File: src/rtl/div_scheduler.sv
// Operand scheduler in front of the fixed-point iterative divider; queues (a, b) requests and returns quotients in order.
// Latency: nonzero divisor, result valid 3+2*DATA_WIDTH edges after the push edge; zero divisor, 2 edges after it.
// Backpressure: req_ready drops when the FIFO holds FIFO_DEPTH entries; a result is held in HOLD until res_ready.
//
// Ports:
//   clk, rst            clock (rising edge), asynchronous active-low reset
//   req_valid/req_ready request handshake; req_a/req_b dividend and divisor
//   res_valid/res_ready result handshake; res_q quotient, res_err divisor was zero (or watchdog expired)
//   div_rst/div_a/div_b restart and operands driven to the divider
//   div_complete/div_out/div_zero  divider status and result
//   busy, fifo_count    status: activity flag and number of queued requests
//
// Optional feature: define DIV_SCHED_TIMEOUT_EN to add a RUN-state watchdog that
// ends a division with res_err=1 after 2*DATA_WIDTH+4 cycles without div_complete.

module div_scheduler #(
  parameter int DATA_WIDTH = 16,
  parameter int BIN_POS    = 8,
  parameter int FIFO_DEPTH = 4
) (
  input  logic                          clk,
  input  logic                          rst,
  input  logic                          req_valid,
  output logic                          req_ready,
  input  logic [DATA_WIDTH-1:0]         req_a,
  input  logic [DATA_WIDTH-1:0]         req_b,
  output logic                          res_valid,
  input  logic                          res_ready,
  output logic [DATA_WIDTH-1:0]         res_q,
  output logic                          res_err,
  output logic                          div_rst,
  output logic [DATA_WIDTH-1:0]         div_a,
  output logic [DATA_WIDTH-1:0]         div_b,
  input  logic                          div_complete,
  input  logic [DATA_WIDTH-1:0]         div_out,
  input  logic                          div_zero,
  output logic                          busy,
  output logic [$clog2(FIFO_DEPTH):0]   fifo_count
);

  localparam int PTR_W = $clog2(FIFO_DEPTH);
  localparam int CNT_W = PTR_W + 1;

  // BIN_POS only matters to the divider; it is range-checked here so a bad
  // parent configuration fails at elaboration rather than in silicon.
  if (FIFO_DEPTH < 2 || (FIFO_DEPTH & (FIFO_DEPTH - 1)) != 0 ||
      BIN_POS < 0 || BIN_POS >= DATA_WIDTH) begin : g_bad_cfg
    $error("div_scheduler: unsupported parameter set");
  end

  typedef struct packed {
    logic [DATA_WIDTH-1:0] a;
    logic [DATA_WIDTH-1:0] b;
  } req_t;

  typedef enum logic [2:0] {
    S_IDLE = 3'd0,
    S_LOAD = 3'd1,
    S_RUN  = 3'd2,
    S_ZERO = 3'd3,
    S_HOLD = 3'd4
  } state_t;

  // ---------------------------------------------------------------------------
  // Request FIFO
  // ---------------------------------------------------------------------------
  req_t             r_mem [FIFO_DEPTH];
  logic [PTR_W-1:0] r_wr_ptr;
  logic [PTR_W-1:0] r_rd_ptr;
  logic [CNT_W-1:0] r_count;
  logic             r_req_ready;

  logic             w_push;
  logic             w_pop;
  logic [CNT_W-1:0] w_count_nxt;
  req_t             w_head;

  assign w_push = req_valid && r_req_ready;
  assign w_head = r_mem[r_rd_ptr];

  always_comb begin
    w_count_nxt = r_count;
    case ({w_push, w_pop})
      2'b10:   w_count_nxt = r_count + 1'b1;
      2'b01:   w_count_nxt = r_count - 1'b1;
      default: w_count_nxt = r_count;
    endcase
  end

  always_ff @(posedge clk) begin
    if (w_push) begin
      r_mem[r_wr_ptr] <= '{a: req_a, b: req_b};
    end
  end

  // req_ready is registered from the next count, so it always equals
  // fifo_count < FIFO_DEPTH and never admits a push into a full FIFO.
  always_ff @(posedge clk or negedge rst) begin
    if (!rst) begin
      r_wr_ptr    <= '0;
      r_rd_ptr    <= '0;
      r_count     <= '0;
      r_req_ready <= 1'b1;
    end else begin
      if (w_push) r_wr_ptr <= r_wr_ptr + 1'b1;
      if (w_pop)  r_rd_ptr <= r_rd_ptr + 1'b1;
      r_count     <= w_count_nxt;
      r_req_ready <= (w_count_nxt < CNT_W'(FIFO_DEPTH));
    end
  end

  // ---------------------------------------------------------------------------
  // Control FSM
  // ---------------------------------------------------------------------------
  state_t r_state;
  state_t w_state_nxt;
  logic   w_done;
  logic   w_zero;
  logic   w_timeout;
  logic   w_release;

`ifdef DIV_SCHED_TIMEOUT_EN
  localparam int              WD_W    = $clog2(2 * DATA_WIDTH + 8);
  localparam logic [WD_W-1:0] WD_LAST = WD_W'(2 * DATA_WIDTH + 3);
  logic [WD_W-1:0] r_wdog;

  // Counts RUN cycles; the division is abandoned on the (2*DATA_WIDTH+4)th.
  always_ff @(posedge clk or negedge rst) begin
    if (!rst) begin
      r_wdog <= '0;
    end else if (r_state == S_LOAD) begin
      r_wdog <= '0;
    end else if (r_state == S_RUN) begin
      r_wdog <= r_wdog + 1'b1;
    end
  end
`endif

  always_ff @(posedge clk or negedge rst) begin
    if (!rst) begin
      r_state <= S_IDLE;
    end else begin
      r_state <= w_state_nxt;
    end
  end

  always_comb begin
    w_state_nxt = r_state;
    w_pop       = 1'b0;
    w_done      = 1'b0;
    w_zero      = 1'b0;
    w_timeout   = 1'b0;
    w_release   = 1'b0;
    case (r_state)
      S_IDLE: begin
        if (r_count != '0) begin
          w_pop       = 1'b1;
          // Zero divisors never reach the divider.
          w_state_nxt = (w_head.b == '0) ? S_ZERO : S_LOAD;
        end
      end
      S_LOAD: begin
        w_state_nxt = S_RUN;
      end
      S_RUN: begin
        if (div_complete) begin
          w_done      = 1'b1;
          w_state_nxt = S_HOLD;
        end
`ifdef DIV_SCHED_TIMEOUT_EN
        else if (r_wdog == WD_LAST) begin
          w_timeout   = 1'b1;
          w_state_nxt = S_HOLD;
        end
`endif
      end
      S_ZERO: begin
        w_zero      = 1'b1;
        w_state_nxt = S_HOLD;
      end
      S_HOLD: begin
        if (res_ready) begin
          w_release   = 1'b1;
          w_state_nxt = S_IDLE;
        end
      end
      default: begin
        w_state_nxt = S_IDLE;
      end
    endcase
  end

  // ---------------------------------------------------------------------------
  // Divider interface and result registers
  // ---------------------------------------------------------------------------
  logic [DATA_WIDTH-1:0] r_div_a;
  logic [DATA_WIDTH-1:0] r_div_b;
  logic                  r_div_rst;
  logic                  r_res_vld;
  logic [DATA_WIDTH-1:0] r_res_q;
  logic                  r_res_err;

  always_ff @(posedge clk or negedge rst) begin
    if (!rst) begin
      r_div_a   <= '0;
      r_div_b   <= '0;
      r_div_rst <= 1'b1;
      r_res_vld <= 1'b0;
      r_res_q   <= '0;
      r_res_err <= 1'b0;
    end else begin
      // Divider is released only while in RUN, so it always enters RUN freshly
      // cleared and its sticky complete flag can never be stale.
      r_div_rst <= (w_state_nxt != S_RUN);
      if (w_pop) begin
        r_div_a <= w_head.a;
        r_div_b <= w_head.b;
      end
      if (w_done) begin
        r_res_q   <= div_out;
        r_res_err <= 1'b0;
        r_res_vld <= 1'b1;
      end else if (w_zero || w_timeout) begin
        r_res_q   <= '0;
        r_res_err <= 1'b1;
        r_res_vld <= 1'b1;
      end else if (w_release) begin
        r_res_vld <= 1'b0;
      end
    end
  end

  // div_zero is status only: a zero divisor is filtered in IDLE, so the
  // divider must never report one while it is running.
  a_no_zero_in_run: assert property (@(posedge clk) disable iff (!rst)
    (r_state == S_RUN) |-> !div_zero);

  assign req_ready  = r_req_ready;
  assign res_valid  = r_res_vld;
  assign res_q      = r_res_q;
  assign res_err    = r_res_err;
  assign div_rst    = r_div_rst;
  assign div_a      = r_div_a;
  assign div_b      = r_div_b;
  assign busy       = (r_state != S_IDLE) || (r_count != '0);
  assign fifo_count = r_count;

endmodule

File: config.mk
export PLATFORM = sky130hd
export DESIGN_NAME = div_scheduler
export DESIGN_NICKNAME = d
export VERILOG_FILES = /design/src/rtl/div_scheduler.sv
export SDC_FILE = /design/constraint.sdc
export NUM_CORES = 1
export LEC_CHECK = 0
export ABC_AREA = 1
export CAP_MARGIN = 10
export CORE_UTILIZATION = 41
export DETAILED_ROUTE_END_ITERATION = 10
export PLACE_DENSITY = 0.71
export SYNTH_ARGS = -nofsm -noshare
export SYNTH_HDL_FRONTEND = slang
export SYNTH_SLANG_ARGS = --single-unit
File: constraint.sdc
create_clock -name clk -period 6.56 [get_ports clk]
set_input_delay 0.984 -clock clk [delete_from_list [all_inputs] [get_ports clk]]
set_output_delay 0.984 -clock clk [all_outputs]
set_load 0.02 [all_outputs]
==> run summary, run 1 <==
Outcome -> finished clean
DRT iter0 DRCs -> 262
IO Port Bufs -> 108
Worst skew pair latency -> 430 ps
Hold Path Cell Cnt -> 2
Number of antenna diodes -> 0
Post-cts sizing count -> 0
Worst Tran Pin Value -> 1120 ps
Maxcap violations -> 0
Share of cells above drive strength 1 -> 7.64%
Yosys warning count -> 0
Die area -> 0.0182 sq mm
Starting Density -> 41.9%
Mapped Nets -> 638
Sw Share -> 36.4%
Ys flop type -> edfxtp_1
Num Clock Sinks -> 190
Fmax -> 328 MHz
Met2 WL -> 7.54 mm
Register bit count reported by yosys -> 190
Postcts setup bufs -> 0
First-pass GRT wire length -> 22.3 mm
GPL Wtd Cong -> 0.775
CTS root buf -> clkbuf_16
Skew final -> 9.41 ps
Max clock buf depth -> 2
Fill cell count -> 1424
Setup violations, final -> 0
Most instantiated library cell after synthesis -> edfxtp_1
Worst EP required -> 5580 ps
Wirelength per Cell -> 16.1 um
Sequential-to-total area share from yosys stat -> 74.5%
CTS Hold Buffers Added -> 0
# DRC -> 0
Mapped Cells -> 578
Die Wd -> 135 um
Post-route cell area -> 0.00913 sq mm
FF-to-FF path depth -> 6
Synth area leaders -> edfxtp_1, dfrtp_1, nand2_1
Top cell type's share of synthesized area -> 53.1%
Minimum clock period -> 3050 ps
CORE AREA -> 0.0173 sq mm
Endpoint class of the critical path -> output pin
TritonRoute pass-1 iters -> 5
Post-Place Cell Area -> 0.00853 sq mm
GRT Util Overall -> 16.6%
Internal Power -> 2.86 mW
Pin count of the biggest net entering global routing -> 67
Initial antenna violation count -> 0
Die Span Y -> 135 um
Setup TNS -> 0 ps
Vias in the first global route -> 4498
Uppermost layer routed -> met4
Top cells by count, synth -> edfxtp_1, nand2_1, nor2_1, dfrtp_1, o21ai_0
HPWL after DPL -> 8.50 mm
Worst min-delay path category -> reg -> reg
Combinational share of power -> 38.2%
CTS tree -> done
Fin nets -> 741
VDD IR max -> 237 uV
Final wirelength -> 14.8 mm
Vias post-DR -> 4576
Yosys top cell by area -> edfxtp_1
Slew Limit Fails -> 0
Area grow syn2layout -> 26.0%
Sequential Power Share -> 39.1%
DR vias/cell -> 4.98
Metal3 WL -> 939 um
Slew headroom -> 25.3%
Power Dens Cells -> 492 mW/mm^2
Rows -> 48
Power share of the clock group -> 22.8%
Final Hold Fails -> 0
P_sw -> 1.63 mW
Post-synthesis cell area -> 0.00724 sq mm
CP Launch Type -> register
Distinct cell type count after synthesis -> 31
Post-synth EDFFs -> 128
CP arrival -> 2060 ps
FFs w/ async S/R, synth -> 32.6%
RSZ-0062 raised after global routing -> false
Lkg Pwr -> 3.45 nW
I/O Pins -> 110
Crit Path Max Fanout -> 4
Reg clk slew, reported paths -> 60 ps
Synthesized area per cell -> 12.5 sq um
Setup CP Type -> reg -> out
CTS Buf Count -> 17
CTS H-tree lvls -> 4
M1 WL -> 6.22 mm
Number of routed nets with antenna violations -> 0
GRT Residual Overflow -> 0
Tcrit/Tclk final -> 46.4%
==> kinds of logic after synthesis <==
family | Yosys count | synth area share [%]
xor+xnor | 5 | 0.604
compound gates | 85 | 7.08
flops | 190 | 74.5
mux | 1 | 0.155
simple gates | 247 | 13.8
buf+inv | 44 | 2.75
fa+ha+maj | 6 | 1.14
==> stage by stage <==
step	cells	util (%)	hold WS (ps)	total power, mW	setup WS (ps)
after floorplan	578	-	530	2.84	3620
after global placement	887	49.3	457	3.43	3440
after detailed placement	887	49.3	458	3.50	3380
after CTS	919	52.8	474	4.53	3490
after global routing	919	52.8	500	4.75	3380
final	919	52.8	471	4.49	3510
==> layer usage <==
layer  vias up  GRT usage, %
met5         -             0
met4         0          5.81
met3         9          4.84
met2       150          29.6
met1      2204          19.1
li1       2213             -
==> final cells by class <==
type | instances | area (sq um) | area share (%)
multi-input cells | 344 | 1680 | 18.4
clock buffers | 21 | 470 | 5.15
well taps | 225 | 282 | 3.08
repair buffers | 111 | 1100 | 12.0
clock inverters | 11 | 130 | 1.43
flip-flops and latches | 190 | 5400 | 59.2
inverters | 17 | 63.8 | 0.699
==> registers in the layout, summed over array words and instances (netlist names), 2 cells and up <==
name	count
r_mem	128
div_a	16
div_b	16
res_q	16
fifo_count	3
r_state	3
r_rd_ptr	2
r_wr_ptr	2
==> critical path, stage by stage, from the launching register on <==
cell and delay (ps):
dfrtp_1 430, nor3_1 470, nand3_1 160, clkdlybuf4s50_1 570
==> cells in the final DEF, fill, tap and decap left out, drive strengths merged, types with 16 or more instances in the layout <==
cell type        n
edfxtp         128
nand2          115
clkdlybuf4s50  107
nor2            95
dfrtp           60
o21ai           48
nand3           33
clkbuf          21
inv             20
a31oi           17
a22o            16
==> worst paths after layout <==
kind	start	endpoint	slack (ps)
min in group asynchronous	rst	fifo_count[1]	730
worst max register to register	r_state[1]	div_b[6]	4300
max in group asynchronous	rst	r_rd_ptr[0]	5220
worst min register to register	res_err	res_err	470
worst max-delay path	fifo_count[0]	busy	3510
worst min-delay path	res_err	res_err	470
==> power groups by stage <==
stage | clock [mW] | combinational [mW] | sequential, mW
2_1_floorplan | 0 | 0.882 | 1.96
3_3_place_gp | 0 | 1.66 | 1.76
5_1_grt | 1.08 | 1.88 | 1.78
3_5_place_dp | 0 | 1.72 | 1.77
4_1_cts | 1.04 | 1.73 | 1.75
6_report | 1.02 | 1.71 | 1.75
(Power assumes the default switching activity.)
==> inputs of run 2 (changes only) <==
PLACE_DENSITY = 0.74   (was 0.71)
clock period = 2.5 ns   (was 6.56 ns; I/O delays follow)
==> run summary, run 2 (synthesized netlist as in run 1, its figures left out) <==
Outcome -> finished clean
Fill cell count -> 1396
DR vias/cell -> 5.06
Initial antenna violation count -> 0
GRT Residual Overflow -> 0
Die Wd -> 135 um
TritonRoute pass-1 iters -> 5
Final std cells w/o fill -> 930
Top reg by flops -> r_mem
Share of cells above drive strength 1 -> 8.79%
Sw Share -> 36.6%
Die Span Y -> 135 um
CTS tree -> done
Starting Density -> 41.9%
Worst Hold Launch -> res_err
Sequential Power Share -> 38.6%
Area grow syn2layout -> 27.8%
Setup crit start -> fifo_count[1]
Postcts setup bufs -> 0
Fin nets -> 752
CORE AREA -> 0.0173 sq mm
Slew Limit Fails -> 0
CTS H-tree lvls -> 4
Post-route cell area -> 0.00926 sq mm
Internal Power -> 7.53 mW
Fmax -> 435 MHz
First-pass GRT wire length -> 24.2 mm
Reg2reg start -> fifo_count[1]
RSZ-0062 raised after global routing -> false
Post-cts sizing count -> 0
Largest register FFs -> 128
CTS Buf Count -> 17
Reg clk slew, reported paths -> 60 ps
Worst Tran Pin Value -> 745 ps
GRT Util Overall -> 17.9%
Minimum clock period -> 2300 ps
Slew headroom -> 50.3%
CTS root buf -> clkbuf_16
Worst EP required -> 2120 ps
IO Port Bufs -> 108
Rows -> 48
Wirelength per Cell -> 16.7 um
P_sw -> 4.35 mW
Multi-input gate area -> 0.00168 sq mm
Lkg Pwr -> 3.50 nW
Vias in the first global route -> 4757
Combinational share of power -> 39.1%
Worst skew pair latency -> 430 ps
HPWL after DPL -> 9.39 mm
Number of antenna diodes -> 0
Power Dens Cells -> 1280 mW/mm^2
VDD IR max -> 598 uV
# DRC -> 0
Post-Place Cell Area -> 0.00866 sq mm
Setup CP Type -> reg -> out
Number of routed nets with antenna violations -> 0
DRT iter0 DRCs -> 342
Tcrit/Tclk final -> 91.9%
Endpoint class of the critical path -> output pin
Maxcap violations -> 0
Power share of the clock group -> 22.3%
Hold slack -> 485 ps
Max clock buf depth -> 2
CP Launch Type -> register
Crit Path Max Fanout -> 4
GPL Wtd Cong -> 0.754
Die area -> 0.0182 sq mm
Skew final -> 8.06 ps
Worst min-delay path category -> reg -> reg
Num Clock Sinks -> 190
Commonest non-fill, non-tap cell in the layout -> edfxtp_1
I/O Pins -> 110
Final Hold Fails -> 0
Commonest cells after routing, fill and taps aside -> edfxtp_1, nand2_1, clkdlybuf4s50_1
CP arrival -> 1920 ps
Cell count after placement -> 897
Final wirelength -> 15.6 mm
Register area -> 0.00540 sq mm
Pin count of the biggest net entering global routing -> 67
Setup violations, final -> 0
Vias post-DR -> 4710
-- run 2: cell count changes in the layout (fill, tap and decap cells not counted), moves of 2 or more --
cell,previous run,this run
buf_12,0,5
buf_4,3,8
clkinv_4,3,0
clkinvlp_4,1,4
clkbuf_8,3,1
-- run 2: what timing repair did --
| action | CTS | global route |
|---|---|---|
| endpoints found under the hold margin | 21 | 0 |
| setup endpoints to repair | 0 | 0 |
| hold buffers | 1 | 0 |
-- run 2: path summary, 6_finish.rpt --
check / endpoint / slack [ps] / cells after the start
worst max-delay path: busy / 200 / 4
worst min-delay path: res_err / 480 / 2
worst max register to register: req_ready / 570 / 7
worst min register to register: res_err / 480 / 2
max in group asynchronous: req_ready / 1270 / 3
min in group asynchronous: div_a[10] / 520 / 2
-- run 2: power by group through the flow --
stage	Clock (mW)	Sequential, mW	Combinational, mW
after floorplan	0	5.14	2.31
after global placement	0	4.61	4.52
after detailed placement	0	4.64	4.67
after CTS	2.70	4.59	4.71
after global routing	2.81	4.67	5.12
final	2.65	4.58	4.65
-- run 2: area by class of cell --
type,count,area share [%]
inverter,17,0.689
timing repair buffer,122,13.5
multi-input combinational,344,18.2
tap,225,3.04
clock inverter,13,1.50
clock buffer,19,4.79
sequential,190,58.3
-- run 2: worst max-delay path, stage by stage (launching register included) --
cell             delay [ps]
dfrtp_1                 430
nor3_1                  270
buf_4                   180
nand3_1                  80
clkdlybuf4s50_1         550
-- run 2: per-stage QoR --
step	setup WS, ps	util [%]	TNS, ps	total power, mW
2_1_floorplan	-57.3	-	-7330	7.45
3_3_place_gp	423	50.1	0	9.13
6_report	203	53.5	0	11.9
4_1_cts	182	53.5	0	12.0
3_5_place_dp	394	50.1	0	9.31
5_1_grt	117	53.5	0	12.6
-- run 2: metal layers --
| layer | up-vias | global-route usage (%) | wire length (um) |
|---|---|---|---|
| met5 | - | 0 | 0 |
| met4 | 0 | 7.12 | 342 |
| met3 | 26 | 5.56 | 1070 |
| met2 | 162 | 29.7 | 7600 |
| met1 | 2288 | 21.7 | 6550 |
| li1 | 2234 | - | - |
